$ cat src/rtl/exp_golomb_decoder_if.sv
// Link between the Exp-Golomb decoder, the barrel shifter that feeds it and
// the syntax-element requester.
//
// Shifter side:
//   ready        shifter window valid
//   bitstream    16-bit left-aligned window; bit 15 is the next unconsumed bit
//   shift_en_c   consume num_shift_c bits (combinational)
//   num_shift_c  bits to consume, 1..16 (combinational)
// Request/result side:
//   start        request one decode
//   is_signed    0 = ue(v), 1 = se(v), sampled with start
//   trunc_one    te(v) range-1 decode, sampled with start (EG_TRUNC_EN only)
//   busy         decoder not idle
//   valid        one-cycle result strobe
//   value        32-bit result, held until the next valid
//   error        one-cycle prefix over-length strobe
//
// Optional feature macro: EG_TRUNC_EN adds trunc_one.
interface exp_golomb_decoder_if;
    logic        ready;
    logic [15:0] bitstream;
    logic        start;
    logic        is_signed;
`ifdef EG_TRUNC_EN
    logic        trunc_one;
`endif
    logic        shift_en_c;
    logic [4:0]  num_shift_c;
    logic        busy;
    logic        valid;
    logic [31:0] value;
    logic        error;

`ifdef EG_TRUNC_EN
    // Decoder view
    modport slave (
        input  ready, bitstream, start, is_signed, trunc_one,
        output shift_en_c, num_shift_c, busy, valid, value, error
    );
    // Shifter/requester view
    modport master (
        output ready, bitstream, start, is_signed, trunc_one,
        input  shift_en_c, num_shift_c, busy, valid, value, error
    );
`else
    // Decoder view
    modport slave (
        input  ready, bitstream, start, is_signed,
        output shift_en_c, num_shift_c, busy, valid, value, error
    );
    // Shifter/requester view
    modport master (
        output ready, bitstream, start, is_signed,
        input  shift_en_c, num_shift_c, busy, valid, value, error
    );
`endif
endinterface

$ cat src/rtl/exp_golomb_decoder.sv
// Exp-Golomb ue(v)/se(v) decoder sitting behind the slice-data barrel shifter.
// Counts the zero prefix (possibly across several all-zero windows), consumes
// the terminating 1, gathers the info suffix 16 bits at a time and returns
// codeNum (or its signed mapping) with a one-cycle valid strobe. A prefix
// longer than MAX_LZ raises a one-cycle error and leaves those bits unconsumed.
//
// Ports:
//   i_clk     clock
//   i_reset   synchronous active-high reset
//   i_enable  module enable; low forces IDLE and clears state
//   io_bus    exp_golomb_decoder_if.slave (shifter window/shift, request/result)
//
// Optional feature macro: EG_TRUNC_EN enables te(v) range-1 decodes via
// io_bus.trunc_one.
module exp_golomb_decoder #(
    parameter int unsigned MAX_LZ = 31
) (
    input  logic                       i_clk,
    input  logic                       i_reset,
    input  logic                       i_enable,
    exp_golomb_decoder_if.slave        io_bus
);

    localparam int unsigned WIN_W = 16;
    localparam int unsigned LZ_W  = 7;
    localparam int unsigned NS_W  = 5;
    localparam int unsigned VAL_W = 32;
    localparam int unsigned EXT_W = 33;

    typedef enum logic [2:0] {
        S_IDLE,
        S_PREFIX,
        S_SUFFIX,
        S_DONE,
        S_ERROR
    } state_t;

    state_t             r_state;
    state_t             w_state_nxt;

    logic [LZ_W-1:0]    r_lz_cnt;
    logic [LZ_W-1:0]    r_remaining;
    logic [LZ_W-1:0]    r_code_len;
    logic [VAL_W-1:0]   r_info;
    logic               r_signed;
    logic               r_trunc;
    logic [VAL_W-1:0]   r_value;
    logic               r_valid;
    logic               r_error;
    logic               r_busy;

    logic [LZ_W-1:0]    w_lz_nxt;
    logic [LZ_W-1:0]    w_rem_nxt;
    logic [VAL_W-1:0]   w_info_nxt;
    logic               w_shift_en_c;
    logic [NS_W-1:0]    w_num_shift_c;

    logic               w_start_acc;
    logic               w_trunc_req;
    logic               w_win_zero;
    logic [3:0]         w_lzc;
    logic [LZ_W-1:0]    w_len;
    logic               w_zero_over;
    logic               w_len_over;
    logic [NS_W-1:0]    w_suffix_n;
    logic               w_suffix_last;
    logic [LZ_W-1:0]    w_len_sel;
    logic [EXT_W-1:0]   w_code33;
    logic [EXT_W-1:0]   w_se33;
    logic [VAL_W-1:0]   w_result;

    // Leading-zero count of a non-zero window (0..15)
    function automatic logic [3:0] f_lzc(input logic [WIN_W-1:0] v);
        logic [3:0] cnt;
        logic       found;
        cnt   = 4'd0;
        found = 1'b0;
        for (int i = WIN_W - 1; i >= 0; i--) begin
            if (!found) begin
                if (v[i]) found = 1'b1;
                else      cnt   = cnt + 4'd1;
            end
        end
        return cnt;
    endfunction

`ifdef EG_TRUNC_EN
    assign w_trunc_req = io_bus.trunc_one;
`else
    assign w_trunc_req = 1'b0;
`endif

    // Window decode shared by next-state and output logic
    assign w_start_acc   = (r_state == S_IDLE) && io_bus.start && io_bus.ready;
    assign w_win_zero    = (io_bus.bitstream == '0);
    assign w_lzc         = f_lzc(io_bus.bitstream);
    assign w_len         = r_lz_cnt + LZ_W'(w_lzc);
    assign w_zero_over   = (r_lz_cnt + LZ_W'(WIN_W)) > LZ_W'(MAX_LZ);
    assign w_len_over    = w_len > LZ_W'(MAX_LZ);
    assign w_suffix_last = (r_remaining <= LZ_W'(WIN_W));
    assign w_suffix_n    = w_suffix_last ? NS_W'(r_remaining) : NS_W'(WIN_W);

    // Result mapping; code length comes straight from the prefix when L == 0
    assign w_len_sel = (r_state == S_PREFIX) ? w_len : r_code_len;
    assign w_code33  = ((EXT_W'(1) << w_len_sel) - EXT_W'(1)) + EXT_W'(w_info_nxt);
    assign w_se33    = w_code33[0] ? ((w_code33 + EXT_W'(1)) >> 1)
                                   : (EXT_W'(0) - (w_code33 >> 1));

    always_comb begin
        w_result = r_signed ? VAL_W'(w_se33) : VAL_W'(w_code33);
        if (r_trunc) w_result = {31'd0, ~io_bus.bitstream[WIN_W-1]};
    end

    // State register
    always_ff @(posedge i_clk) begin
        if (i_reset || !i_enable) r_state <= S_IDLE;
        else                      r_state <= w_state_nxt;
    end

    // Next-state logic; shifter-facing states hold while the window is not ready
    always_comb begin
        w_state_nxt = r_state;
        case (r_state)
            S_IDLE: begin
                if (w_start_acc) w_state_nxt = S_PREFIX;
            end
            S_PREFIX: begin
                if (io_bus.ready) begin
                    if (r_trunc) begin
                        w_state_nxt = S_DONE;
                    end else if (w_win_zero) begin
                        if (w_zero_over) w_state_nxt = S_ERROR;
                    end else if (w_len_over) begin
                        w_state_nxt = S_ERROR;
                    end else if (w_len == '0) begin
                        w_state_nxt = S_DONE;
                    end else begin
                        w_state_nxt = S_SUFFIX;
                    end
                end
            end
            S_SUFFIX: begin
                if (io_bus.ready && w_suffix_last) w_state_nxt = S_DONE;
            end
            S_DONE:  w_state_nxt = S_IDLE;
            S_ERROR: w_state_nxt = S_IDLE;
            default: w_state_nxt = S_IDLE;
        endcase
    end

    // Output logic: shift request to the shifter plus datapath next values
    always_comb begin
        w_shift_en_c  = 1'b0;
        w_num_shift_c = '0;
        w_lz_nxt      = r_lz_cnt;
        w_rem_nxt     = r_remaining;
        w_info_nxt    = r_info;
        case (r_state)
            S_IDLE: begin
                if (w_start_acc) begin
                    w_lz_nxt   = '0;
                    w_rem_nxt  = '0;
                    w_info_nxt = '0;
                end
            end
            S_PREFIX: begin
                if (io_bus.ready) begin
                    if (r_trunc) begin
                        w_shift_en_c  = 1'b1;
                        w_num_shift_c = NS_W'(1);
                    end else if (w_win_zero) begin
                        if (!w_zero_over) begin
                            w_shift_en_c  = 1'b1;
                            w_num_shift_c = NS_W'(WIN_W);
                            w_lz_nxt      = r_lz_cnt + LZ_W'(WIN_W);
                        end
                    end else if (!w_len_over) begin
                        // Consume the zeros plus the terminating 1
                        w_shift_en_c  = 1'b1;
                        w_num_shift_c = NS_W'(w_lzc) + NS_W'(1);
                        w_rem_nxt     = w_len;
                    end
                end
            end
            S_SUFFIX: begin
                if (io_bus.ready) begin
                    w_shift_en_c  = 1'b1;
                    w_num_shift_c = w_suffix_n;
                    w_info_nxt    = (r_info << w_suffix_n)
                                  | (VAL_W'(io_bus.bitstream) >> (NS_W'(WIN_W) - w_suffix_n));
                    w_rem_nxt     = r_remaining - LZ_W'(w_suffix_n);
                end
            end
            default: ;
        endcase
        // Never consume bits while being reset or disabled
        if (i_reset || !i_enable) begin
            w_shift_en_c  = 1'b0;
            w_num_shift_c = '0;
        end
    end

    // Datapath and registered outputs
    always_ff @(posedge i_clk) begin
        if (i_reset || !i_enable) begin
            r_lz_cnt    <= '0;
            r_remaining <= '0;
            r_code_len  <= '0;
            r_info      <= '0;
            r_signed    <= 1'b0;
            r_trunc     <= 1'b0;
            r_value     <= '0;
            r_valid     <= 1'b0;
            r_error     <= 1'b0;
            r_busy      <= 1'b0;
        end else begin
            r_lz_cnt    <= w_lz_nxt;
            r_remaining <= w_rem_nxt;
            r_info      <= w_info_nxt;
            if (w_start_acc) begin
                r_signed <= io_bus.is_signed;
                r_trunc  <= w_trunc_req;
            end
            if (r_state == S_PREFIX && w_state_nxt == S_SUFFIX) r_code_len <= w_len;
            if (w_state_nxt == S_DONE) r_value <= w_result;
            r_valid <= (w_state_nxt == S_DONE);
            r_error <= (w_state_nxt == S_ERROR);
            r_busy  <= (w_state_nxt != S_IDLE);
        end
    end

    assign io_bus.shift_en_c  = w_shift_en_c;
    assign io_bus.num_shift_c = w_num_shift_c;
    assign io_bus.busy        = r_busy;
    assign io_bus.valid       = r_valid;
    assign io_bus.value       = r_value;
    assign io_bus.error       = r_error;

endmodule

$ cat src/flat_wrapper.sv
// flat-port wrapper written by rule: the top's interface ports become plain ports
module exp_golomb_decoder_flat 
#(
    parameter int unsigned MAX_LZ = 31
)
  (i_clk, i_reset, i_enable, io_bus_ready, io_bus_bitstream, io_bus_start, io_bus_is_signed, io_bus_shift_en_c, io_bus_num_shift_c, io_bus_busy, io_bus_valid, io_bus_value, io_bus_error);
  exp_golomb_decoder_if io_bus_i ();
  input  logic i_clk;
  input  logic i_reset;
  input  logic i_enable;
  input wire logic [$bits(io_bus_i.ready)-1:0] io_bus_ready;
  input wire logic [$bits(io_bus_i.bitstream)-1:0] io_bus_bitstream;
  input wire logic [$bits(io_bus_i.start)-1:0] io_bus_start;
  input wire logic [$bits(io_bus_i.is_signed)-1:0] io_bus_is_signed;
  output wire logic [$bits(io_bus_i.shift_en_c)-1:0] io_bus_shift_en_c;
  output wire logic [$bits(io_bus_i.num_shift_c)-1:0] io_bus_num_shift_c;
  output wire logic [$bits(io_bus_i.busy)-1:0] io_bus_busy;
  output wire logic [$bits(io_bus_i.valid)-1:0] io_bus_valid;
  output wire logic [$bits(io_bus_i.value)-1:0] io_bus_value;
  output wire logic [$bits(io_bus_i.error)-1:0] io_bus_error;
  assign io_bus_i.ready = io_bus_ready;
  assign io_bus_i.bitstream = io_bus_bitstream;
  assign io_bus_i.start = io_bus_start;
  assign io_bus_i.is_signed = io_bus_is_signed;
  assign io_bus_shift_en_c = io_bus_i.shift_en_c;
  assign io_bus_num_shift_c = io_bus_i.num_shift_c;
  assign io_bus_busy = io_bus_i.busy;
  assign io_bus_valid = io_bus_i.valid;
  assign io_bus_value = io_bus_i.value;
  assign io_bus_error = io_bus_i.error;
  exp_golomb_decoder #(.MAX_LZ(MAX_LZ)) u_core (.i_clk(i_clk), .i_reset(i_reset), .i_enable(i_enable), .io_bus(io_bus_i));
endmodule
$ cat config.mk
export PLATFORM = sky130hd
export DESIGN_NAME = exp_golomb_decoder_flat
export DESIGN_NICKNAME = d
export VERILOG_FILES = /design/src/rtl/exp_golomb_decoder_if.sv /design/src/rtl/exp_golomb_decoder.sv /design/src/flat_wrapper.sv
export SDC_FILE = /design/constraint.sdc
export NUM_CORES = 1
export LEC_CHECK = 0
export ABC_AREA = 1
export ABC_CLOCK_PERIOD_IN_PS = 32400
export CAP_MARGIN = 20
export CORE_UTILIZATION = 55
export CTS_BUF_LIST = sky130_fd_sc_hd__clkbuf_8 sky130_fd_sc_hd__clkbuf_16
export CTS_CLUSTER_DIAMETER = 100
export DETAILED_ROUTE_END_ITERATION = 8
export PLACE_DENSITY_LB_ADDON = 0.1
export SLEW_MARGIN = 0
export SYNTH_ARGS = -nofsm -noshare
export SYNTH_HDL_FRONTEND = slang
export SYNTH_SLANG_ARGS = --single-unit
export TNS_END_PERCENT = 100
$ cat constraint.sdc
create_clock -name i_clk -period 32.4 [get_ports i_clk]
set_input_delay 6.48 -clock i_clk [delete_from_list [all_inputs] [get_ports i_clk]]
set_output_delay 6.48 -clock i_clk [all_outputs]
set_load 0.03 [all_outputs]
==> results by group, run 1 <==
Clock network
  – Hold-fix buffers at CTS: 0
  – Post_cts resized: 0
  – CTS Buf Count: 9
  – Root buffer cell: clkbuf_16
  – CTS tree: built
  – Htree depth: 3
  – CTS clk-pin slew, worst paths: 0.08 ns
  – Clock Tree Buf Depth: 2
  – Sink Count: 88
  – Clock latency on the worst-skew pair: 0.36 ns
  – Post-CTS Setup Repair Bufs: 0

GRT
  – Vias in the first global route: 11,671
  – GRT Residual Overflow: 0
  – Global Route Usage Sum: 32.8%
  – First-pass GRT wire length: 57,400 µm
  – Largest net degree at the start of global routing: 92
  – Initial antenna violation count: 0

Routing
  – DRT Wirelength: 35,300 µm
  – WL/cell: 15.0 µm
  – Via density: 5.58
  – Pre-antenna DRT Iters: 6
  – Final ANT Viol Nets: 0
  – Initial drt markers: 1,132
  – DR DRC count: 0
  – Total number of vias: 13,181

STA
  – Fin. Hold Viols: 0
  – Worst-Margin Slew: 0.914 ns
  – RSZ-0062 raised after global routing: no
  – Slew Viols, Final: 0
  – Slew headroom: 38.8%
  – Achievable Freq: 46.3 MHz
  – Tcrit/Tclk final: 66.6%
  – Clk_skew: 0.0178 ns
  – Min Clock Period, post-route: 21.58 ns
  – Fin Setup TNS: 0 ns
  – Setup violators final: 0

Floorplanning
  – Die ar.: 0.0215 mm²
  – Die width: 147 µm
  – Die H: 147 µm
  – Core footprint: 0.0204 mm²
  – Initial Utilization: 56.6%
  – Io pins: 63
  – FP Rows: 52

Worst setup path
  – Worst-path fanout max: 6
  – Worst R2R Path Depth: 40
  – Startpoint Class: input pin
  – Crit. End Element: output pin
  – R2r setup slk: 24.57 ns
  – Required @ worst endpoint: 25.92 ns
  – Worst flop-to-flop path startpoint: u_core.r_remaining[3]
  – Worst r2r dst: u_core.io_bus.value[30]
  – Crit Path Category: in2out
  – Crit-path max cell delay: 0.69 ns
  – Worst EP arrival: 15.10 ns
  – Top cell by count, worst path: nand2_1
  – Cell with the largest stage delay on the worst path: clkdlybuf4s50_1

Status
  – Status: completed

Finish
  – Area Growth Syn to Fin: 9.41%
  – Share of post-route cells with drive strength above 1: 4.06%
  – Nets: 2,197
  – Multi-input logic area: 0.00817 mm²
  – Sequential cell area: 0.00176 mm²
  – Number of diodes: 0
  – Design area: 0.0126 mm²
  – Fillers: 2,161

Synth
  – Mapped cell area: 0.0115 mm²
  – Post-synthesis compound-gate area fraction: 22.0%
  – Post-synth top area cell: nand2_1
  – Mapped Avg Cell Area: 5.58 µm²
  – Seq/Total Area, Yosys: 15.3%
  – Main area contributors after synthesis: nand2_1 (17%), dfxtp_1 (15%), inv_1 (11%)
  – Seq cells post-synth: 88
  – Adder-cell share of the synthesized area: 9.62%
  – Synth Instances: 2,066
  – Yosys cell types: 57
  – Simple logic cell fraction of the synthesized area: 35.8%
  – Syn Nets: 2,176
  – Yosys warning total: 0
  – Top cell type's share of synthesized area: 17.0%
  – Largest family of logic cells by synthesized area: simple AND/OR/NAND/NOR gates
  – Post-synthesis xor/xnor area fraction: 3.19%
  – Post-synthesis mux area share: 0.174%

Min path
  – Hold depth: 2
  – Type of the most critical hold path: reg2reg
  – HP Start: u_core.r_code_len[2]
  – Min-Delay Endpoint: u_core.r_code_len[2]

Placement
  – Area after DPL: 0.0123 mm²
  – Hpwl dp: 28,200 µm
  – GPL Wtd Cong: 0.971
  – IO Port Bufs: 62

Job
  – MaxCap Viol Count: 0

Power
  – LEAKAGE: 6.03 nW
  – Max VDD drop: 0.0000236 V
  – PwrDens: 27.8 mW/mm²
==> state kept, by name (all words and copies together), names as in the netlist <==
signal               cells
u_core.r_signed          1
u_core.r_state           3
u_core.r_lz_cnt          3
u_core.r_remaining       7
u_core.io_bus.value     32
u_core.r_code_len        7
u_core.io_bus.valid      1
u_core.r_info           32
u_core.io_bus.busy       1
u_core.io_bus.error      1
==> cells in the mapped netlist, drive strengths merged <==
cell and n:
nand2 538, a211oi 1, nor4 5, nor3 30, a32oi 1, mux2i 2
o21bai 4, clkbuf 56, o22ai 14, nand3b 4, conb 2, a32o 2
o41ai 1, a21o 3, a21boi 1, o31ai 3, fa 1, a21oi 113
inv 346, nand3 104, ha 87, o21a 5, o21ai 249, a31oi 5
a2111oi 1, dfxtp 88, nand4 26, o221ai 12, clkinv 4, o311ai 2
buf 11, a221oi 2, a22oi 8, nor2 261, and2 1, xor2 35
xnor2 7, or2 3, o211ai 27, o2bb2ai 1
==> power by group <==
group	switching (W)	total (W)	internal (W)	leakage (nW)
Combinational	0.0000915	0.000133	0.0000419	5.18
Clock	0.0000533	0.000108	0.0000543	0.142
Sequential	0.000000561	0.000109	0.000109	0.709
Total	0.000145	0.000350	0.000205	6.03
==> worst max-delay path by stage <==
stage / startpoint / to / cells past startpoint
after global placement: io_bus_bitstream[13] / io_bus_num_shift_c[1] / 56
after floorplan: io_bus_bitstream[13] / io_bus_num_shift_c[3] / 54
after CTS: io_bus_bitstream[13] / io_bus_num_shift_c[2] / 56
after global routing: io_bus_bitstream[13] / io_bus_num_shift_c[3] / 56
after detailed placement: io_bus_bitstream[13] / io_bus_num_shift_c[2] / 56
final: io_bus_bitstream[13] / io_bus_num_shift_c[2] / 56
==> logic make-up (layout without fill, tap and decap cells) <==
logic type / count (synthesis) / count (layout)
adder cells (fa/ha/maj): 88 / 88
multiplexers: 2 / 2
buffers and inverters: 417 / 443
flip-flops: 88 / 88
AND/OR/NAND/NOR: 972 / 972
AO/OA/AOI/OAI: 455 / 455
other: 2 / 2
XOR/XNOR: 42 / 42
==> routing by layer <==
metal  vias up  track usage [%]  wire [µm]
met5         -                0          0
met4         0             7.92        586
met3        40             4.16       2580
met2       434             51.4      15100
met1      5979             47.3      17100
li1       6728                -          -
==> cell type report <==
class	count	share of cell area [%]
Multi-Input combinational cell	1561	64.8
Sequential cell	88	14.0
Inverter	350	10.4
Timing Repair Buffer	77	5.81
Tap cell	270	2.68
Clock buffer	9	1.79
Clock inverter	7	0.556
==> critical path: cells and delay by family <==
| kind | cells | cell delay, ns |
|---|---|---|
| adders and majority gates | 9 | 2.60 |
| and+or+nand+nor | 24 | 1.94 |
| AOI/OAI and AO/OA | 10 | 1.66 |
| buffers and inverters | 10 | 2.02 |
| xor gates and xnor gates | 3 | 0.38 |
==> cell usage in the layout (no fill, tap or decap), drive strengths merged, types with 15 or more instances in the layout <==
cell type	Yosys	routed
nand4	26	26
dfxtp	88	88
nor2	261	261
buf	11	15
ha	87	87
a21oi	113	113
clkdlybuf4s50	0	62
o211ai	27	27
o21ai	249	249
nand2	538	538
nand3	104	104
inv	346	350
xor2	35	35
nor3	30	30
==> through the flow <==
stage	std cells	power [W]	utilization, %	hold WS [ns]	setup WS [ns]
3_3_place_gp	2346	0.000241	60.5	0.435	11.10
5_1_grt	2362	0.000373	61.9	0.471	9.78
6_report	2362	0.000350	61.9	0.455	10.82
2_1_floorplan	2066	0.000212	-	0.417	12.54
4_1_cts	2362	0.000350	61.9	0.452	10.85
3_5_place_dp	2346	0.000243	60.5	0.435	10.88
Note: power is estimated with default switching activity, not from simulation.
==> inputs of run 2 (changes only) <==
Settings changed: ABC_CLOCK_PERIOD_IN_PS 32400 to 17800.
Clock period 32.4 ns to 17.8 ns, I/O delays scaled along.
==> run 2 against run 1 <==
  * Die area is the same
  * Routed wire length shrank 1.1%
  * Register-to-register slack got worse by 15 ns
  * Total power up 81%
  * Clock power is 78% higher
  * Final cell count unchanged
  * Sequential share of layout area about the same
  * Core utilization barely moved
  * First-iteration DRC count is 2.6% lower
  * Critical path depth unchanged
  * Critical endpoint is now io_bus_num_shift_c[3]
  * Largest power group unchanged
==> results by group, run 2 (synthesis gave the netlist of run 1 again) <==
Clock network
  – Post_cts resized: 0 (unchanged)
  – CTS clk-pin slew, worst paths: 0.07 ns (about the same)
  – Clock latency on the worst-skew pair: 0.36 ns (about the same)
  – Hold-fix buffers at CTS: 0 (unchanged)
  – Post-CTS Setup Repair Bufs: 0 (unchanged)
  – Htree depth: 3 (unchanged)
  – Clock Tree Buf Depth: 2 (unchanged)
  – CTS tree: built
  – Sink Count: 88 (unchanged)
  – CTS Buf Count: 9 (unchanged)
  – Root buffer cell: clkbuf_16

Worst setup path
  – Crit. End Element: output pin
  – Cell family with most CP delay: adder cells
  – Crit Path Category: in2out
  – CP Buf/Inv Count: 10 (unchanged)
  – Startpoint Class: input pin
  – Crit-path max cell delay: 0.69 ns (about the same)
  – Required @ worst endpoint: 14.24 ns (-11.68 ns)
  – Worst EP arrival: 12.21 ns (-2.89 ns)
  – Cell with the largest stage delay on the worst path: clkdlybuf4s50_1
  – Top cell by count, worst path: nand2_1
  – Worst-path fanout max: 6 (unchanged)

GRT
  – Initial antenna violation count: 2 (+2)
  – GRT Residual Overflow: 0 (unchanged)
  – First-pass GRT wire length: 57,600 µm (+0.36%)
  – Global Route Usage Sum: 32.8% (+0.044 points)
  – Vias in the first global route: 11,777 (+0.91%)
  – Largest net degree at the start of global routing: 74 (-20%)

STA
  – Slew headroom: 33.1% (-5.7 points)
  – Setup violators final: 0 (unchanged)
  – Slew Viols, Final: 0 (unchanged)
  – RSZ-0062 raised after global routing: no
  – Min Clock Period, post-route: 15.77 ns
  – Fin. Hold Viols: 0 (unchanged)
  – Clk_skew: 0.0154 ns (-0.00243 ns)
  – Fin Setup TNS: 0 ns (unchanged)
  – Tcrit/Tclk final: 88.6%
  – Worst-Margin Slew: 0.999 ns (+0.0850 ns)
  – Achievable Freq: 63.4 MHz

Power
  – Sw Pwr: 0.000262 W (+80%)
  – Sw frac: 41.2% (-0.26 points)
  – Max VDD drop: 0.0000502 V (+110%)
  – Clock power share: 30.3% (-0.4 points)
  – PwrDens: 50.3 mW/mm² (+81%)
  – LEAKAGE: 6.03 nW (about the same)
  – Comb pwr share: 38.4% (+0.3 points)
  – Int Power: 0.000373 W (+82%)
  – Reg power frac: 31.4% (+0.2 points)

Status
  – Status: completed

Placement
  – IO Port Bufs: 62 (unchanged)
  – Hpwl dp: 27,800 µm (-1.3%)
  – Placed insts: 2,345 (-0.043%)
  – GPL Wtd Cong: 0.988 (+1.8%)

Floorplanning
  – Core footprint: 0.0204 mm² (unchanged)
  – Die width: 147 µm (unchanged)
  – Die ar.: 0.0215 mm² (unchanged)
  – Initial Utilization: 56.6% (unchanged)
  – Die H: 147 µm (unchanged)
  – Io pins: 63 (unchanged)
  – FP Rows: 52 (unchanged)

Routing
  – Top Layer Used: met4
  – WL/cell: 14.8 µm (-1.1%)
  – Initial drt markers: 1,103 (-2.6%)
  – Pre-antenna DRT Iters: 6 (unchanged)
  – WL met1: 16,400 µm (-3.9%)
  – DR DRC count: 0 (unchanged)
  – DRT Wirelength: 35,000 µm (-1.1%)
  – Final ANT Viol Nets: 0 (unchanged)
  – Total number of vias: 13,189 (+0.061%)
  – Met3 WL: 3170 µm (+23%)
  – Via density: 5.58 (about the same)
  – Met2 WL: 14,500 µm (-4.1%)

Job
  – MaxCap Viol Count: 0 (unchanged)

Finish
  – Fin cells: 2,362 (unchanged)
  – Commonest non-fill, non-tap cell in the layout: nand2_1
  – Share of post-route cells with drive strength above 1: 4.02% (-0.046 points)
  – Commonest cells after routing, fill and taps aside: nand2_1 (520), inv_1 (338), nor2_1 (246)
  – Area Growth Syn to Fin: 9.37% (about the same)
  – Nets: 2,196 (-0.046%)

Min path
  – Type of the most critical hold path: reg2reg
[run 2: worst register-to-register path: cells and delay by family, from the launching register on]
family | cells | cell delay, ns
fa+ha+maj | 5 | 1.80
buf+inv | 8 | 1.84
flops | 1 | 0.39
compound gates | 5 | 1.04
simple gates | 21 | 3.13
[run 2: routing by layer]
metal  vias to the layer above  GRT usage [%]
met5                         -              0
met2                       468           49.1
met4                         0           10.7
met3                        76           6.86
met1                      5912           46.6
li1                       6733              -
[run 2: worst paths after layout]
check        cells past startpoint  slack, ns                  start                       to
max                             56       2.03   io_bus_bitstream[13]    io_bus_num_shift_c[3]
min                              2       0.45   u_core.r_code_len[6]     u_core.r_code_len[6]
max reg2reg                     39       9.50  u_core.r_remaining[3]  u_core.io_bus.value[30]
min reg2reg                      2       0.45   u_core.r_code_len[6]     u_core.r_code_len[6]
[run 2: stage by stage]
step / hold slack (ns) / instance area, µm² / power (W) / setup WS (ns) / util (%)
floorplan: 0.417 / 11500 / 0.000386 / 3.78 / -
global placement: 0.431 / 12300 / 0.000440 / 2.44 / 60.4
detailed placement: 0.440 / 12300 / 0.000441 / 2.11 / 60.4
CTS: 0.450 / 12600 / 0.000635 / 2.07 / 61.9
global route: 0.472 / 12600 / 0.000682 / 1.13 / 61.9
finish: 0.447 / 12600 / 0.000635 / 2.03 / 61.9
[run 2: power by group through the flow]
stage | logic (W) | clock network, W | registers, W
after floorplan | 0.000182 | 0 | 0.000204
after global placement | 0.000236 | 0 | 0.000204
after detailed placement | 0.000237 | 0 | 0.000204
after CTS | 0.000239 | 0.000197 | 0.000199
after global routing | 0.000276 | 0.000206 | 0.000199
final | 0.000243 | 0.000192 | 0.000199
[run 2: area by class of cell]
class / instances / area, µm²
antenna: 1 / 2.50
clock buffer: 9 / 225
clock inverter: 7 / 70.1
fill: 2108 / 7760
inverter: 350 / 1320
multi-input combinational: 1561 / 8170
sequential: 88 / 1760
tap: 270 / 338
timing repair buffer: 76 / 726
==> inputs of run 3 (changes only) <==
Settings changed: PLACE_DENSITY set to 0.83, PLACE_DENSITY_LB_ADDON 0.1 to not set, SLEW_MARGIN 0 to 30.
==> run 3 against run 2 <==
  * Clock power rose by 3%
  * Via count rose by 1.3%
  * Combinational power barely moved
  * Sequential share of layout area barely moved
  * Die area did not move
  * Routed wire length rose by 1.3%
  * Total power rose by 1.1%
  * First-iteration DRC count barely moved
  * Setup slack got worse by 0.14 ns
  * Register-to-register slack improved by 0.40 ns
  * Design area barely moved
  * Final cell count barely moved
  * Critical endpoint unchanged
==> results by group, run 3 (synthesis gave the netlist of run 1 again) <==
Floorplanning
  – Die ar.: 0.0215 mm² (unchanged)
  – Io pins: 63 (unchanged)
  – Core footprint: 0.0204 mm² (unchanged)
  – FP Rows: 52 (unchanged)
  – Die width: 147 µm (unchanged)
  – Initial Utilization: 56.6% (unchanged)
  – Die H: 147 µm (unchanged)

STA
  – Worst-Margin Slew: 0.949 ns (-0.0503 ns)
  – Slew headroom: 36.5% (+3.4 points)
  – Clk_skew: 0.0132 ns (-0.00223 ns)
  – Setup violators final: 0 (unchanged)
  – RSZ-0062 raised after global routing: no
  – Achievable Freq: 62.8 MHz (-0.86%)
  – Tcrit/Tclk final: 89.4% (+0.77 points)
  – Min Clock Period, post-route: 15.91 ns (+0.137 ns)
  – Slew Viols, Final: 0 (unchanged)
  – Final hold slack: 0.450 ns (+0.00310 ns)
  – Fin. Hold Viols: 0 (unchanged)
  – Fin Setup TNS: 0 ns (unchanged)

Worst setup path
  – Worst flop-to-flop path startpoint: u_core.r_remaining[3]
  – Required @ worst endpoint: 14.24 ns (about the same)
  – Crit-path max cell delay: 0.69 ns (about the same)
  – Worst r2r dst: u_core.io_bus.value[30]
  – R2r setup slk: 9.90 ns (+0.40 ns)
  – Worst R2R Path Depth: 38 (-2.6%)
  – Top cell by count, worst path: nand2_1
  – Cell with the largest stage delay on the worst path: clkdlybuf4s50_1
  – Startpoint Class: input pin
  – Crit Path Category: in2out
  – Worst EP arrival: 12.35 ns (+0.14 ns)
  – Crit. End Element: output pin
  – Worst-path fanout max: 6 (unchanged)

Min path
  – Type of the most critical hold path: reg2reg
  – HP Start: u_core.r_code_len[5]
  – Hold depth: 2 (unchanged)
  – Min-Delay Endpoint: u_core.r_code_len[5]

Finish
  – Share of post-route cells with drive strength above 1: 4.02% (about the same)
  – Commonest non-fill, non-tap cell in the layout: nand2_1
  – Commonest cells after routing, fill and taps aside: nand2_1 (520), inv_1 (338), nor2_1 (245)
  – Number of diodes: 0 (-1)
  – Fin cells: 2,360 (-0.085%)
  – Fillers: 2,060 (-2.3%)
  – Nets: 2,195 (-0.046%)
  – Area Growth Syn to Fin: 9.30% (about the same)

Clock network
  – CTS Buf Count: 9 (unchanged)
  – Post_cts resized: 0 (unchanged)
  – Sink Count: 88 (unchanged)
  – Clock Tree Buf Depth: 2 (unchanged)
  – Clock latency on the worst-skew pair: 0.37 ns (about the same)
  – Htree depth: 3 (unchanged)
  – Root buffer cell: clkbuf_16
  – CTS tree: built
  – Post-CTS Setup Repair Bufs: 0 (unchanged)
  – CTS clk-pin slew, worst paths: 0.08 ns (about the same)
  – Hold-fix buffers at CTS: 0 (unchanged)

Routing
  – DR DRC count: 0 (unchanged)
  – Final ANT Viol Nets: 0 (unchanged)
  – Via density: 5.66 (+1.4%)
  – Top Layer Used: met4
  – Initial drt markers: 1,104 (+0.091%)
  – WL met1: 16,600 µm (+1.4%)
  – Pre-antenna DRT Iters: 6 (unchanged)
  – WL/cell: 15.0 µm (+1.4%)
  – Total number of vias: 13,364 (+1.3%)
  – Met2 WL: 15,300 µm (+5.8%)
  – Met3 WL: 2660 µm (-16%)
  – DRT Wirelength: 35,400 µm (+1.3%)

GRT
  – Vias in the first global route: 11,904 (+1.1%)
  – GRT Residual Overflow: 0 (unchanged)
  – Global Route Usage Sum: 32.8% (about the same)
  – Largest net degree at the start of global routing: 92 (+24%)
  – Initial antenna violation count: 0 (-2)
  – First-pass GRT wire length: 57,800 µm (+0.28%)

Placement
  – Placed insts: 2,344 (-0.043%)
  – GPL Wtd Cong: 0.964 (-2.5%)
  – IO Port Bufs: 62 (unchanged)
  – Hpwl dp: 27,800 µm (+0.16%)

Power
  – Max VDD drop: 0.0000406 V (-19%)
  – PwrDens: 50.9 mW/mm² (+1.2%)
  – LEAKAGE: 6.03 nW (about the same)

Job
  – MaxCap Viol Count: 0 (unchanged)

Status
  – Status: completed
run 3: worst max-delay path by stage:
stage | startpoint | cells past startpoint | to | slack (ns)
after global placement | io_bus_bitstream[13] | 56 | io_bus_num_shift_c[2] | 2.47
after global routing | io_bus_bitstream[13] | 56 | io_bus_num_shift_c[3] | 0.97
after floorplan | io_bus_bitstream[13] | 54 | io_bus_num_shift_c[3] | 3.78
after detailed placement | io_bus_bitstream[13] | 56 | io_bus_num_shift_c[3] | 2.08
final | io_bus_bitstream[13] | 56 | io_bus_num_shift_c[3] | 1.89
after CTS | io_bus_bitstream[13] | 56 | io_bus_num_shift_c[3] | 2.05
run 3: layout make-up:
| cell class | instances | area, µm² | area share (%) |
|---|---|---|---|
| Tap cell | 270 | 338 | 2.68 |
| Clock buffer | 9 | 225 | 1.79 |
| Sequential cell | 88 | 1760 | 14.0 |
| Multi-Input combinational cell | 1561 | 8170 | 64.8 |
| Timing Repair Buffer | 75 | 718 | 5.70 |
| Clock inverter | 7 | 70.1 | 0.556 |
| Inverter | 350 | 1320 | 10.5 |
run 3: power by group:
| group | switching, W | internal (W) |
|---|---|---|
| registers | 0.00000107 | 0.000198 |
| clock network | 0.0000983 | 0.0000995 |
| logic | 0.000169 | 0.0000759 |
run 3: metal layers:
metal  vias up  global-route usage (%)
li1       6725                       -
met4         0                    11.4
met5         -                       0
met3        59                    3.54
met1      6066                    46.2
met2       514                    51.6
run 3: stage by stage:
step                area [µm²]  utilization (%)  setup slack [ns]  total power [W]
floorplan                11500                -              3.78         0.000386
global placement         12300             60.4              2.47         0.000437
detailed placement       12300             60.4              2.08         0.000441
CTS                      12600             61.9              2.05         0.000639
global route             12600             61.9             0.973         0.000681
finish                   12600             61.9              1.89         0.000641
run 3: worst max-delay path, delay by kind of cell:
family	cells	cell delay [ns]
simple gates	24	1.94
xor+xnor	3	0.47
compound gates	10	1.76
fa+ha+maj	9	2.58
buf+inv	10	2.05
